[src/rtl/bn_seq_pkg.sv]
// -----------------------------------------------------------------------------
// bn_seq_pkg
// Shared definitions for the batch-norm layer sequencer:
//   - FSM state encoding
//   - bit positions of the PS control word (ps_control) and the PL status
//     word (pl_status)
//   - channel-count clamp helper
// -----------------------------------------------------------------------------
package bn_seq_pkg;

  typedef enum logic [2:0] {
    ST_IDLE   = 3'd0,
    ST_LAUNCH = 3'd1,
    ST_WAIT   = 3'd2,
    ST_NEXT   = 3'd3,
    ST_DONE   = 3'd4
  } bn_seq_state_e;

  // ps_control bit positions
  localparam int CTRL_START  = 0;
  localparam int CTRL_ABORT  = 1;
  localparam int CTRL_CH_LSB = 8;
  localparam int CTRL_CH_MSB = 15;

  // pl_status bit positions
  localparam int STAT_DONE    = 0;
  localparam int STAT_BUSY    = 1;
  localparam int STAT_TIMEOUT = 2;
  localparam int STAT_ABORTED = 3;
  localparam int STAT_CH_LSB  = 8;
  localparam int STAT_CH_MSB  = 15;

  // A requested count of 0, or one above the hardware maximum, means
  // "run every channel".
  function automatic logic [7:0] clamp_ch_cnt(input logic [7:0] req, input int max_ch);
    if (req == 8'd0 || int'(req) > max_ch) return 8'(max_ch);
    return req;
  endfunction

endpackage

[src/rtl/bn_seq_watchdog.sv]
// -----------------------------------------------------------------------------
// bn_seq_watchdog
// Loadable down-counter used as the engine timeout. Loading doubles as the
// clear; the count decrements while enabled and saturates at zero.
//   clk        in   clock, rising edge
//   reset      in   asynchronous active-high reset
//   i_load     in   reload the counter with i_load_val (clear)
//   i_load_val in   reload value
//   i_en       in   decrement enable
//   o_expired  out  counter has reached zero
// -----------------------------------------------------------------------------
module bn_seq_watchdog #(
  parameter int WIDTH = 12
) (
  input  logic             clk,
  input  logic             reset,
  input  logic             i_load,
  input  logic [WIDTH-1:0] i_load_val,
  input  logic             i_en,
  output logic             o_expired
);

  logic [WIDTH-1:0] r_cnt;

  always_ff @(posedge clk or posedge reset) begin
    if (reset) begin
      r_cnt <= '0;
    end else if (i_load) begin
      r_cnt <= i_load_val;
    end else if (i_en && r_cnt != '0) begin
      r_cnt <= r_cnt - WIDTH'(1);
    end
  end

  assign o_expired = (r_cnt == '0);

endmodule

[src/rtl/bn_layer_sequencer.sv]
// -----------------------------------------------------------------------------
// bn_layer_sequencer
// Runs the single-channel batch-norm engine once per channel of a layer:
// one eng_start per channel with that channel's byte base address, waiting
// for eng_done between channels, and reporting progress to the PS.
//
// Ports
//   clk            in   clock, rising edge
//   reset          in   asynchronous active-high reset
//   ps_control     in   [0] start (edge), [1] abort, [15:8] channel count
//   pl_status      out  [0] done, [1] busy, [2] timeout, [3] aborted,
//                       [15:8] current channel
//   eng_start      out  one-cycle engine start pulse
//   eng_base_addr  out  byte base address of the current channel
//   eng_done       in   engine completion (pulse or level)
//
// Build option
//   BN_SEQ_WATCHDOG_EN : when defined, a WDOG_CYCLES timeout ends a stalled
//                        WAIT and sets the timeout status bit.
// -----------------------------------------------------------------------------
module bn_layer_sequencer
  import bn_seq_pkg::*;
#(
  parameter int          NUM_CH      = 8,
  parameter int          CH_WORDS    = 16,
  parameter int          BYTE_OFFSET = 4,
  parameter logic [31:0] BASE_ADDR   = 32'd0,
  parameter int          WDOG_CYCLES = 4096
) (
  input  logic        clk,
  input  logic        reset,
  input  logic [31:0] ps_control,
  output logic [31:0] pl_status,
  output logic        eng_start,
  output logic [31:0] eng_base_addr,
  input  logic        eng_done
);

  localparam logic [31:0] CH_STRIDE = 32'(CH_WORDS * BYTE_OFFSET);

  bn_seq_state_e r_state, w_state_next;
  logic [7:0]    r_ch, r_ch_cnt;
  logic          r_start_q, r_abort, r_timeout;
  logic [31:0]   r_base_addr;

  logic          w_start_rise, w_last_ch, w_abort_now, w_wdog_expired;
  logic          w_unused_ctl;

  assign w_start_rise = ps_control[CTRL_START] & ~r_start_q;
  assign w_last_ch    = (r_ch == r_ch_cnt - 8'd1);
  // An abort arriving in the same cycle as eng_done still stops the layer.
  assign w_abort_now  = r_abort | ps_control[CTRL_ABORT];
  assign w_unused_ctl = ^{ps_control[31:16], ps_control[7:2]};

`ifdef BN_SEQ_WATCHDOG_EN
  localparam int WDOG_W = (WDOG_CYCLES > 2) ? $clog2(WDOG_CYCLES) : 1;

  bn_seq_watchdog #(.WIDTH(WDOG_W)) u_wdog (
    .clk        (clk),
    .reset      (reset),
    .i_load     (r_state == ST_LAUNCH),
    .i_load_val (WDOG_W'(WDOG_CYCLES - 1)),
    .i_en       (r_state == ST_WAIT),
    .o_expired  (w_wdog_expired)
  );
`else
  assign w_wdog_expired = 1'b0;
`endif

  // NOTE: sequential state uses non-blocking assignments so every register
  // samples the pre-edge values regardless of statement order.
  always_ff @(posedge clk or posedge reset) begin
    if (reset) r_state <= ST_IDLE;
    else       r_state <= w_state_next;
  end

  // NOTE: next state defaults to the current state before the case so no
  // path leaves it unassigned and no latch is inferred.
  always_comb begin
    w_state_next = r_state;
    unique case (r_state)
      ST_IDLE:   if (w_start_rise) w_state_next = ST_LAUNCH;
      ST_LAUNCH: w_state_next = ST_WAIT;
      ST_WAIT: begin
        // eng_done wins over a watchdog expiry in the same cycle.
        if (eng_done) w_state_next = (w_last_ch || w_abort_now) ? ST_DONE : ST_NEXT;
        else if (w_wdog_expired) w_state_next = ST_DONE;
      end
      ST_NEXT:   w_state_next = ST_LAUNCH;
      ST_DONE:   if (!ps_control[CTRL_START]) w_state_next = ST_IDLE;
      default:   w_state_next = ST_IDLE;
    endcase
  end

  always_ff @(posedge clk or posedge reset) begin
    if (reset) begin
      r_start_q   <= 1'b0;
      r_ch        <= 8'd0;
      r_ch_cnt    <= 8'd0;
      r_abort     <= 1'b0;
      r_timeout   <= 1'b0;
      r_base_addr <= BASE_ADDR;
    end else begin
      r_start_q <= ps_control[CTRL_START];
      unique case (r_state)
        ST_IDLE: begin
          if (w_start_rise) begin
            r_ch_cnt    <= clamp_ch_cnt(ps_control[CTRL_CH_MSB:CTRL_CH_LSB], NUM_CH);
            r_ch        <= 8'd0;
            r_abort     <= 1'b0;
            r_timeout   <= 1'b0;
            r_base_addr <= BASE_ADDR;
          end
        end
        ST_LAUNCH: begin
          if (ps_control[CTRL_ABORT]) r_abort <= 1'b1;
        end
        ST_WAIT: begin
          if (ps_control[CTRL_ABORT]) r_abort <= 1'b1;
          if (!eng_done && w_wdog_expired) r_timeout <= 1'b1;
        end
        ST_NEXT: begin
          if (ps_control[CTRL_ABORT]) r_abort <= 1'b1;
          r_ch        <= r_ch + 8'd1;
          // Incremental add equals BASE_ADDR + ch*stride modulo 2^32.
          r_base_addr <= r_base_addr + CH_STRIDE;
        end
        default: ;
      endcase
    end
  end

  assign eng_start     = (r_state == ST_LAUNCH);
  assign eng_base_addr = r_base_addr;

  always_comb begin
    pl_status                          = '0;
    pl_status[STAT_DONE]               = (r_state == ST_DONE);
    pl_status[STAT_BUSY]               = (r_state == ST_LAUNCH) || (r_state == ST_WAIT) ||
                                         (r_state == ST_NEXT);
    pl_status[STAT_TIMEOUT]            = r_timeout;
    pl_status[STAT_ABORTED]            = r_abort;
    pl_status[STAT_CH_MSB:STAT_CH_LSB] = r_ch;
  end

endmodule

[config.mk]
export PLATFORM = sky130hd
export DESIGN_NAME = bn_layer_sequencer
export DESIGN_NICKNAME = d
export VERILOG_FILES = /design/src/rtl/bn_seq_pkg.sv /design/src/rtl/bn_seq_watchdog.sv /design/src/rtl/bn_layer_sequencer.sv
export SDC_FILE = /design/constraint.sdc
export NUM_CORES = 1
export LEC_CHECK = 0
export BUFFER_PORTS_ARGS = -buffer_cell sky130_fd_sc_hd__buf_2
export CAP_MARGIN = 40
export CORE_ASPECT_RATIO = 1.4
export CORE_MARGIN = 1.5
export CORE_UTILIZATION = 52
export CTS_BUF_LIST = sky130_fd_sc_hd__clkbuf_8
export CTS_CLUSTER_DIAMETER = 60
export DETAILED_ROUTE_END_ITERATION = 8
export PLACE_DENSITY = 0.88
export SLEW_MARGIN = 20
export SYNTH_ARGS = -nofsm -noshare
export SYNTH_HDL_FRONTEND = slang
export SYNTH_SLANG_ARGS = --single-unit
[constraint.sdc]
create_clock -name clk -period 4.2 [get_ports clk]
set_clock_uncertainty 0.2 [all_clocks]
set_input_delay 0.42 -clock clk [delete_from_list [all_inputs] [get_ports clk]]
set_output_delay 0.42 -clock clk [all_outputs]
set_load 0.03 [all_outputs]
Word level (Yosys, flattened, before mapping)
Cells that the tools add are included.
W data, S select, Z words.
{"block": "word_totals", "register_bits": 53, "input_bits": 35}
{"block": "classes", "n_addsub": 3, "n_lt_le_gt_ge": 1, "n_eq_ne": 9, "mux": 17, "n_bitwise": 3, "reduce_logical": 13}
{"operator": "$pmux W32 S2", "count": 1}
{"operator": "$add A32 B7 Y32 const B", "count": 1}
{"operator": "$mux W32", "count": 1}
{"operator": "$mux W8", "count": 3}
{"operator": "$pmux W8 S2", "count": 1}
{"operator": "$pmux W3 S5", "count": 1}
{"operator": "$mux W3", "count": 4}
{"operator": "$add A8 B1 Y8 const B", "count": 1}
{"operator": "$eq A8 B8 Y1", "count": 1}
{"operator": "$gt A8 B4 Y1 const B", "count": 1}
{"operator": "$logic_not A8 Y1", "count": 1}
{"operator": "$sub A8 B1 Y8 const B", "count": 1}
{"operator": "$eq A3 B2 Y1 const B", "count": 2}
{"operator": "$ne A2 B2 Y1 const B", "count": 3}
{"operator": "$reduce_and A3 Y1", "count": 2}
{"operator": "$mux W1", "count": 5}
{"operator": "$logic_or A1 B1 Y1", "count": 4}
{"operator": "$reduce_and A2 Y1", "count": 2}
{"operator": "$reduce_bool A2 Y1", "count": 2}
{"operator": "$eq A3 B1 Y1 const B", "count": 1}
{"operator": "$eq A3 B3 Y1 const B", "count": 1}
{"operator": "$logic_not A3 Y1", "count": 1}
{"operator": "$reduce_or A3 Y1", "count": 1}
{"operator": "$ne A2 B1 Y1 const B", "count": 1}
{"operator": "4 further kinds", "count": 4}

Longest topological paths before layout
Gate-level depths: netlist of run 1.
{"block": "depth", "word_depth": 6, "mapped_depth": 9, "ltp_nobuf": 7}

Worst setup path before layout of run 1
No wires, ideal clock.
{"block": "synth_timing", "path_type": "flip-flop to flip-flop", "startpoint": "reg r_ch_cnt[0]", "endpoint": "reg r_state[0]", "setup_time_ps": 143, "arrival_time_ps": 1890, "setup_slack_ps": 1968, "stages_incl_launch_ff": 10, "n_path_buf": 2, "synth_period_minus_slack_ps": 2232, "path_cell_list": "dfrtp_1 -> buf_6 -> inv_1 -> ha_1 -> clkbuf_1 -> o21bai_1 -> a2111oi_0 -> a311oi_2 -> a211oi_2 -> a221oi_2"}
{"block": "synth_via", "elab_chain_cells": 6}
{"item": "from (decl)", "line": "bn_layer_sequencer.sv:42", "text": "logic [7:0] r_ch, r_ch_cnt;"}
{"item": "from (signal assigned)", "line": "bn_layer_sequencer.sv:108", "text": "r_ch_cnt <= clamp_ch_cnt(ps_control[CTRL_CH_MSB:CTRL_CH_LSB], NUM_CH);"}
{"item": "$sub A8 B1 Y8", "line": "bn_layer_sequencer.sv:50", "text": "assign w_last_ch = (r_ch == r_ch_cnt - 8'd1);"}
{"item": "$eq A8 B8 Y1", "line": "bn_layer_sequencer.sv:50"}
{"item": "$logic_or A1 B1 Y1", "line": "bn_layer_sequencer.sv:86", "text": "if (eng_done) w_state_next = (w_last_ch || w_abort_now) ? ST_DONE : ST_NEXT;"}
{"item": "$mux W3 (2 in a row)", "line": "bn_layer_sequencer.sv:86"}
{"item": "$pmux W3 S5", "line": "bn_layer_sequencer.sv:81", "text": "unique case (r_state)"}
{"item": "to (signal assigned)", "line": "bn_layer_sequencer.sv:74", "text": "else r_state <= w_state_next;"}
{"item": "to (decl)", "line": "bn_layer_sequencer.sv:41", "text": "bn_seq_state_e r_state, w_state_next;"}
No other way between the ends. The select of a mux whose other input is x is not followed.
A chain may end at the register's enable or synchronous reset.

Worst setup path in the final report of run 1
{"block": "layout_timing", "startpoint": "reg r_ch_cnt[0]", "endpoint": "reg r_state[1]"}
The elaborated chain is that of the path after synthesis.

==> metrics.md, run 1 <==
| Metric | Value |
|---|---|
| Initial core utilization | 54.02% |
| Clock buffer depth | 2 |
| TritonCTS buffer count | 5 |
| CP endpoint | r_state[1] |
| FF-to-FF End | r_state[1] |
| I/O pin total | 100 |
| Initial antenna violation count | 0 |
| Total wire length | ~5500 µm |
| GR Util All Layers | between 20% and 30% |
| Clock Latency Late Sink | 300 ps |
| Post-DRT Antenna Nets | 0 |
| Max IR drop VDD | about 0.00029 V |
| CTS sink count | 47 |
| DR iter-0 viols | 150 |
| Post-synth cell types | 53 |
| Max-Cap Viols | 0 |
| Critical Path AT | roughly 2600 ps |
| Max Slew Vio Count | 0 |
| Synth Flop Type | dfrtp_1 |
| Number of global-route vias before repair | ~2100 |
| GRT overflow | 0 |
| Fillers | between 400 and 500 |
| HP Class | primary input to flop |
| FFs w/ async S/R, synth | 100.0% |
| Commonest cells after routing, fill and taps aside | buf_2 (50), dfrtp_1 (47), nand2_1 (44), conb_1 (27), mux2i_1 (18) |
| Setup TNS | 0 ps |
| Average wire per cell in the routed design | ~13 µm |
| Clock-pin slew on the worst setup and hold paths | around 90 ps |
| Top post-synthesis cells by area | dfrtp_1 (42%), buf_4 (7.8%), mux2i_1 (6.4%) |
| Worst Setup SP | r_ch_cnt[0] |
| Pin count of the biggest net entering global routing | 32 |
| Antenna fix cells | 0 |
| Startpoint type of the worst setup path | flop |
| Die Area | 5855 µm² |
| Fin. Hold Viols | 0 |
| Share of cells above drive strength 1 | 20.98% |
| CTS root buf | clkbuf_8 |
| Register-to-Register Path Depth | 7 |
| Lkg Pwr | approximately 1.6 nW |
| RSZ-0062 raised after global routing | no |
| Mapped Cells | slightly above 300 |
| Detailed-route vias per instance | 5.493 |
| Crit end category | flop |
| Final period utilization | roughly three fifths |
| Die Y | 89.95 µm |
| Most common cell after layout, fill and taps aside | buf_2 |
| Fin crit period | approximately 2600 ps |
| Worst path required time | between 4000 and 5000 ps |
| H-tree lvl count | 2 |
| Post-cts sizing count | 0 |
| Placer Congestion | roughly 0.81 |
| Detailed placement HPWL | 4056 µm |
| Final core utilization | between 50% and 60% |
| Chip width | ~65 µm |
| Max-slew headroom | a little under half |
| Register area share after synthesis | between 40% and 50% |
| Final setup fails | 0 |
| Synth top area share | 41.89% |
| TritonRoute pass-1 iters | 4 |
| Row cnt | 31 |
| First-pass GRT wire length | ~9500 µm |
| WS Path Type | flop to flop |
| Core area | a little over 5000 µm² |
| YS warnings | 0 |
| Achievable Freq | 387.4 MHz |
| Syn-to-layout area delta | 9.626% |
| Post-route DRC | 0 |
| Top cell type by total area after synthesis | dfrtp_1 |
| Reg-to-Reg Start | r_ch_cnt[0] |
| FF-to-FF setup slack | approximately 1600 ps |
| Worst hold slack | 51.13 ps |
| Critical Path Fanout Max | 8 |
| Port Buffers | 50 |
| Post-layout nets | a little under 400 |
| Number of synthesized register bits | between 40 and 50 |
| Outcome | finished clean |
| Vias | roughly 2300 |
| Mapped Area | between 2000 and 3000 µm² |
| Power per Cell Area | about 400 nW/µm² |
| Worst Tran Pin Value | a little under 800 ps |
| Mapped Avg Cell Area | around 9.3 µm² |
| CTS tree | built |
| Post-synth EDFFs | 0 |
-- routing by layer --
layer | global-route usage (%) | routed length, µm
met5 | 0 | 0
met4 | 8.333 | 114
met3 | 3.630 | 221
met2 | 33.59 | 2895
met1 | 25.66 | 2308
-- flip-flops by register name, indices dropped and copies added, names as in the netlist --
name	count
eng_base_addr	26
r_ch_cnt	8
r_abort	1
r_start_q	1
r_state	3
r_ch	8
-- how the worst min path moves through the flow --
stage	startpoint	end	slack, ps	cells after the start
detailed placement	reset	r_ch_cnt[6]	230	2
CTS	ps_control[0]	r_start_q	40	1
global route	ps_control[0]	r_start_q	40	1
floorplan	ps_control[0]	r_start_q	250	0
global placement	eng_base_addr[31]	eng_base_addr[31]	260	1
finish	ps_control[0]	r_start_q	50	1
-- Yosys cell counts, types with 3 or more instances --
cell and n:
dfrtp_1 47, nand2_1 44, buf_4 29, mux2i_1 18, o21ai_0 16, nor2_1 13, o21ai_1 12, nand3_1 11
nand4_1 11, inv_1 8, and2_1 7, a31oi_1 6, clkbuf_1 6, nor3_1 5, xnor2_1 5, a21oi_1 4
buf_6 4, xor2_1 4, and3_1 3, buf_2 3, ha_1 3, nand2b_1 3, nand3b_1 3, o21ai_2 3
-- final cells by class --
cell class / instances / area (µm²) / share of cell area (%)
clock buffer: 6 / 82.58 / 2.683
clock inverter: 2 / 12.51 / 0.4065
inverter: 8 / 30.03 / 0.9756
multi-input combinational: 232 / 1399 / 45.45
sequential: 47 / 1176 / 38.21
tap: 66 / 82.58 / 2.683
timing repair buffer: 53 / 295.3 / 9.593
-- report_power, final --
group	switching (mW)	total, mW	internal (mW)
registers	0.0742	0.565	0.490
logic	0.245	0.356	0.111
clock network	0.150	0.283	0.133
-- logic make-up after synthesis --
logic type | synth area share, %
compound gates | 12.21
xor+xnor | 2.807
fa+ha+maj | 1.337
buf+inv | 11.76
flops | 41.89
mux | 6.417
other cells | 0.1336
simple gates | 23.44
-- worst max-delay path, cell delays in order, from the launching register on --
cell and delay [ps]:
dfrtp_1 470, inv_1 110, ha_1 310, o21bai_1 190, a2111oi_0 580, a311oi_2 90, a211oi_2 370, o22ai_1 130
-- through the flow --
stage	cells	cell area, µm²	worst slack (ps)	power (mW)
floorplan	329	2905	1968	0.8780
global placement	403	2938	1661	0.9061
detailed placement	405	2973	1610	0.9286
CTS	414	3078	1595	1.213
global route	414	3078	1429	1.279
finish	414	3078	1619	1.203
-- timing repair --
| item | in CTS | in global routing |
|---|---|---|
| hold buffers | 1 | 0 |
| setup buffers | 0 | 0 |
| endpoints found under the hold margin | 16 | 0 |
Note: power is estimated with default switching activity, not from simulation.
==> inputs of run 2 (changes only) <==
==> constraint.sdc (replaced) <==
create_clock -name clk -period 2.6 [get_ports clk]
set_clock_uncertainty 0.2 [all_clocks]
set_input_delay 0.26 -clock clk [delete_from_list [all_inputs] [get_ports clk]]
set_output_delay 0.26 -clock clk [all_outputs]
set_load 0.03 [all_outputs]
==> metrics.md, run 2 (synthesis results as in run 1) <==
| Metric | Value |
|---|---|
| Worst Hold Path EP | r_ch_cnt[3] |
| Reg-to-Reg Start | r_ch_cnt[0] |
| Initial antenna violation count | 0 |
| Placer Congestion | between 0.8 and 0.9 |
| Most common cell after layout, fill and taps aside | buf_2 |
| Sequential fraction of design power | 46.1% |
| GRT overflow | 0 |
| Internal power | between 1 and 1.5 mW |
| CTS tree | built |
| Core area | approximately 5200 µm² |
| Port Buffers | 50 |
| Post-DRT Antenna Nets | 0 |
| Post-route DRC | 0 |
| Fin crit period | between 2000 and 2500 ps |
| Number of global-route vias before repair | approximately 2100 |
| Achievable Freq | slightly above 400 MHz |
| CTS sink count | 47 |
| FF-to-FF End | r_state[1] |
| Switch share | 39.66% |
| FF-to-FF setup slack | about 140 ps |
| Crit end category | flop |
| Max IR drop VDD | 0.0004377 V |
| Startpoint type of the worst setup path | flop |
| Power per Cell Area | approximately 620 nW/µm² |
| Register-to-Register Path Depth | 7 |
| Average wire per cell in the routed design | about 13 µm |
| HP Class | primary input to flop |
| DR iter-0 viols | 89 |
| Combinational fraction of design power | 31.0% |
| Multi-input logic area | 1399 µm² |
| Final setup fails | 0 |
| Die Area | 5855 µm² |
| RSZ-0062 raised after global routing | no |
| Post-layout total power | slightly below 2 mW |
| Clock share of power | roughly 23% |
| Worst Tran Pin Value | 558.8 ps |
| Post-CTS Setup Inserts | 0 |
| I/O pin total | 100 |
| Commonest cells after routing, fill and taps aside | buf_2 (50), dfrtp_1 (47), nand2_1 (44), conb_1 (27), mux2i_1 (18) |
| CTS root buf | clkbuf_8 |
| Final period utilization | between 90 and 100% |
| Reg area | 1176 µm² |
| TritonRoute pass-1 iters | 4 |
| Fin. Hold Viols | 0 |
| Pin count of the biggest net entering global routing | 38 |
| Clock buffer depth | 2 |
| Chip width | between 60 and 70 µm |
| Worst Setup SP | r_ch_cnt[0] |
| Worst hold stages | 3 |
| Clock Latency Late Sink | 300 ps |
| Antenna fix cells | 0 |
| Outcome | finished clean |
| First-pass GRT wire length | about 9500 µm |
| Setup TNS | 0 ps |
| Row cnt | 31 |
| Max-Cap Viols | 0 |
| Total wire length | about 5700 µm |
| Detailed-route vias per instance | between 5 and 6 |
| GR Util All Layers | ~20% |
| Max Slew Vio Count | 0 |
| Clock-pin slew on the worst setup and hold paths | roughly 90 ps |
| Share of cells above drive strength 1 | between 20% and 30% |
| Setup WS pre-CTS | about 250 ps |
| Sw Pwr | just under 0.8 mW |
| H-tree lvl count | 2 |
| Critical Path Fanout Max | 7 |
| Placed instance area | ~3000 µm² |
| Detailed placement HPWL | about 4100 µm |
| TritonCTS buffer count | 5 |
| Final core utilization | a little over 60% |
| Post-layout nets | roughly 400 |
| Initial core utilization | 54.02% |
| Hold Crit Start | ps_control[11] |
| Worst Slack Setup Final | approximately 140 ps |
| Max reg flops | 26 |
| Non-Filler Cell Area, Final | around 3100 µm² |
| Worst path required time | between 2000 and 3000 ps |
| Syn-to-layout area delta | 12.03% |
| Lkg Pwr | approximately 1.6 nW |
| Max-slew headroom | between 60% and 70% |
| Post-cts sizing count | 0 |
| Critical Path AT | around 2400 ps |
| Die Y | roughly 90 µm |
| Fillers | 464 |
| WS Path Type | flop to flop |
| Vias | around 2300 |
run 2: worst max-delay path, cell delays in order, from the launching register on:
cell	delay [ps]
dfrtp_1	470
inv_1	110
ha_1	220
o21bai_1	150
a2111oi_0	570
a311oi_2	100
a211oi_2	380
o22ai_1	140
run 2: per-layer routing:
layer	wire length (µm)	track usage [%]	up-vias
li1	-	-	1114
met1	2400	25.31	1112
met2	2907	34.11	68
met3	241	2.753	9
met4	106	8.333	0
met5	0	0	-
run 2: repair_timing:
action                                  4_1_cts  5_1_grt
endpoints found under the setup margin        0        0
endpoints found under the hold margin        15        0
hold buffers                                  6        0
run 2: stage by stage:
step,cells,hold slack [ps]
2_1_floorplan,329,91.43
3_3_place_gp,411,-9.870
3_5_place_dp,411,-1.624
4_1_cts,425,64.37
5_1_grt,425,92.93
6_report,425,85.25
run 2: final cells by class:
type,count,area share [%]
clock inverter,3,0.5967
inverter,8,0.9547
timing repair buffer,64,11.77
sequential,47,37.39
multi-input combinational,232,44.47
tap,66,2.625
clock buffer,5,2.188
run 2: worst max path at each step:
stage and to:
6_report r_state[1], 5_1_grt r_state[1], 4_1_cts r_state[1], 3_5_place_dp r_state[1], 3_3_place_gp r_state[0], 2_1_floorplan r_state[0]
run 2: power groups by stage:
stage	Combinational (mW)	Sequential (mW)	Clock [mW]
CTS	0.608	0.900	0.456
global route	0.663	0.915	0.492
floorplan	0.483	0.935	0
finish	0.604	0.900	0.446
detailed placement	0.598	0.913	0
global placement	0.581	0.908	0
==> inputs of run 3 (changes only) <==
--- a/config.mk
+++ b/config.mk
@@ -5,6 +5,7 @@
 export SDC_FILE = /design/constraint.sdc
 export NUM_CORES = 1
 export LEC_CHECK = 0
+export ABC_AREA = 1
 export BUFFER_PORTS_ARGS = -buffer_cell sky130_fd_sc_hd__buf_2
 export CAP_MARGIN = 40
 export CORE_ASPECT_RATIO = 1.4
@@ -13,7 +14,7 @@
 export CTS_BUF_LIST = sky130_fd_sc_hd__clkbuf_8
 export CTS_CLUSTER_DIAMETER = 60
 export DETAILED_ROUTE_END_ITERATION = 8
-export PLACE_DENSITY = 0.88
+export PLACE_DENSITY = 0.87
 export SLEW_MARGIN = 20
 export SYNTH_ARGS = -nofsm -noshare
 export SYNTH_HDL_FRONTEND = slang
==> metrics.md, run 3 <==
| Metric | Value |
|---|---|
| Achievable Freq | around 480 MHz |
| Commonest cells in the netlist | nand2_1 (94), inv_1 (60), dfrtp_1 (47) |
| H-tree lvl count | 2 |
| Clock Latency Late Sink | around 300 ps |
| Chip width | around 67 µm |
| Port Buffers | 50 |
| Worst path required time | about 2600 ps |
| Power per Cell Area | 969.1 nW/µm² |
| Mapped Avg Cell Area | around 7.3 µm² |
| Post-DRT Antenna Nets | 0 |
| Core area | about 5600 µm² |
| Worst Tran Pin Value | 604.0 ps |
| Placed instance area | between 3000 and 4000 µm² |
| Top post-synthesis cells by area | dfrtp_1 (39%), nand2_1 (12%), inv_1 (7.5%) |
| Vias | 2879 |
| Number of global-route vias before repair | approximately 2700 |
| DR iter-0 viols | around 160 |
| Average wire per cell in the routed design | about 13 µm |
| Register area share after synthesis | about two fifths |
| Fin. Hold Viols | 0 |
| YS warnings | 0 |
| CTS root buf | clkbuf_8 |
| Post-CTS Setup Inserts | 0 |
| Setup TNS | 0 ps |
| Wl on met1 | between 2000 and 3000 µm |
| FFs w/ async S/R, synth | 100.0% |
| Clock buffer depth | 2 |
| Crit end category | flop |
| CTS tree | built |
| Number of synthesized register bits | 47 |
| HP Class | primary input to flop |
| Outcome | finished clean |
| Share of cells above drive strength 1 | between 15 and 20% |
| Max Slew Vio Count | 0 |
| Critical Path Fanout Max | 9 |
| Mapped Area | ~3000 µm² |
| Fin crit period | just over 2000 ps |
| Max reg flops | 26 |
| Total wire length | around 7200 µm |
| CTS sink count | 47 |
| Max-slew headroom | roughly 60% |
| GR Util All Layers | between 20% and 30% |
| Critical Path AT | just over 2000 ps |
| Most common cell after layout, fill and taps aside | nand2_1 |
| Max-Cap Viols | 0 |
| Syn-to-layout area delta | 10.79% |
| Post-synth EDFFs | 0 |
| Startpoint type of the worst setup path | flop |
| Die Y | between 90 and 100 µm |
| TritonRoute pass-1 iters | 5 |
| RSZ-0062 raised after global routing | no |
| Lkg Pwr | about 1.8 nW |
| Worst hold slack | between 10 and 15 ps |
| WL met2 | a little under 4000 µm |
| Top cell type by total area after synthesis | dfrtp_1 |
| First-pass GRT wire length | about 12000 µm |
| Post-synth cell types | 36 |
| Detailed-route vias per instance | 5.341 |
| I/O pin total | 100 |
| Detailed placement HPWL | 5368 µm |
| Post-route DRC | 0 |
| Top sig layer | met4 |
| Final core utilization | between 60% and 70% |
| Initial core utilization | about 54% |
| Met3 Wirelength | 365 µm |
| Clock-pin slew on the worst setup and hold paths | about 90 ps |
| Row cnt | 32 |
| Mapped Cells | 413 |
| Post-layout nets | 508 |
| TritonCTS buffer count | 5 |
| Final period utilization | between 70% and 80% |
| Commonest cells after routing, fill and taps aside | nand2_1 (94), inv_1 (61), buf_2 (50), dfrtp_1 (47), nor2_1 (46) |
| Antenna fix cells | 0 |
| Max IR drop VDD | 0.0006825 V |
| Final setup fails | 0 |
| Placer Congestion | 0.8934 |
| Synth top area share | 39.02% |
| Synth Flop Type | dfrtp_1 |
| Initial antenna violation count | 0 |
| WS Path Type | flop to flop |
| Top-count cell post-synth | nand2_1 |
| Pin count of the biggest net entering global routing | 48 |
| Die Area | 6269 µm² |
| GRT overflow | 0 |
| Non-Filler Cell Area, Final | ~3300 µm² |
## run 3: cell types whose count changed after synthesis, moves of 6 or more
cell	previous run	this run
and2_1	7	0
o21ai_1	12	1
o21ai_0	16	23
mux2i_1	18	1
nand2_1	44	94
nor2_1	13	46
a31oi_1	6	0
o22ai_1	1	12
nand3_1	11	34
inv_1	8	60
## run 3: area by class of cell
| cell class | instances | area [µm²] |
|---|---|---|
| timing repair buffer | 56 | 302.8 |
| inverter | 64 | 240.2 |
| multi-input combinational | 296 | 1454 |
| sequential | 47 | 1176 |
| clock inverter | 3 | 12.51 |
| fill | 507 | 2226 |
| tap | 68 | 85.08 |
| clock buffer | 5 | 68.82 |
## run 3: where the power goes
group / switching, mW / internal, mW / total, mW
Sequential: 0.256 / 0.934 / 1.19
Clock: 0.250 / 0.182 / 0.431
Combinational: 1.15 / 0.465 / 1.61
Total: 1.66 / 1.58 / 3.24
## run 3: worst max-delay path: stages (launching register included)
cell and delay [ps]:
dfrtp_1 480, ha_1 230, nand2_1 60, inv_1 70, nand3_1 110, nor2_1 220, nand3_1 170, nor2_1 160
nand3_1 110, mux2i_1 130
## run 3: kinds of logic after synthesis
group | synth area share, %
other | 0.1244
AND/OR/NAND/NOR | 30.88
multiplexers | 0.3321
AO/OA/AOI/OAI | 9.796
XOR/XNOR | 2.615
flip-flops | 39.02
adder cells (fa/ha/maj) | 1.245
buffers and inverters | 15.98
## run 3: through the flow
step,instances,power (mW),worst slack [ps]
finish,539,3.236,531.2
global route,539,3.471,346.8
CTS,539,3.231,566.1
detailed placement,528,2.800,580.1
global placement,528,2.736,597.8
floorplan,439,2.421,570.5
## run 3: final timing paths
kind,start,end,slack [ps],cells past startpoint
setup / recovery,eng_base_addr[6],eng_base_addr[28],530,9
hold / removal,ps_control[10],r_ch_cnt[2],10,3
setup reg to reg,eng_base_addr[6],eng_base_addr[28],530,9
hold reg to reg,r_abort,r_abort,310,2
max in group asynchronous,reset,eng_base_addr[31],1330,4
min in group asynchronous,reset,r_state[2],460,4
## run 3: routing by layer
| metal | vias up | GRT usage (%) |
|---|---|---|
| li1 | 1392 | - |
| met1 | 1358 | 28.17 |
| met2 | 103 | 43.07 |
| met3 | 26 | 3.610 |
| met4 | 0 | 12.24 |
| met5 | - | 0 |
## run 3: timing repair
item                                   CTS  global route
resized for setup                        0             0
endpoints found under the hold margin   49             0
hold buffers                             3             0
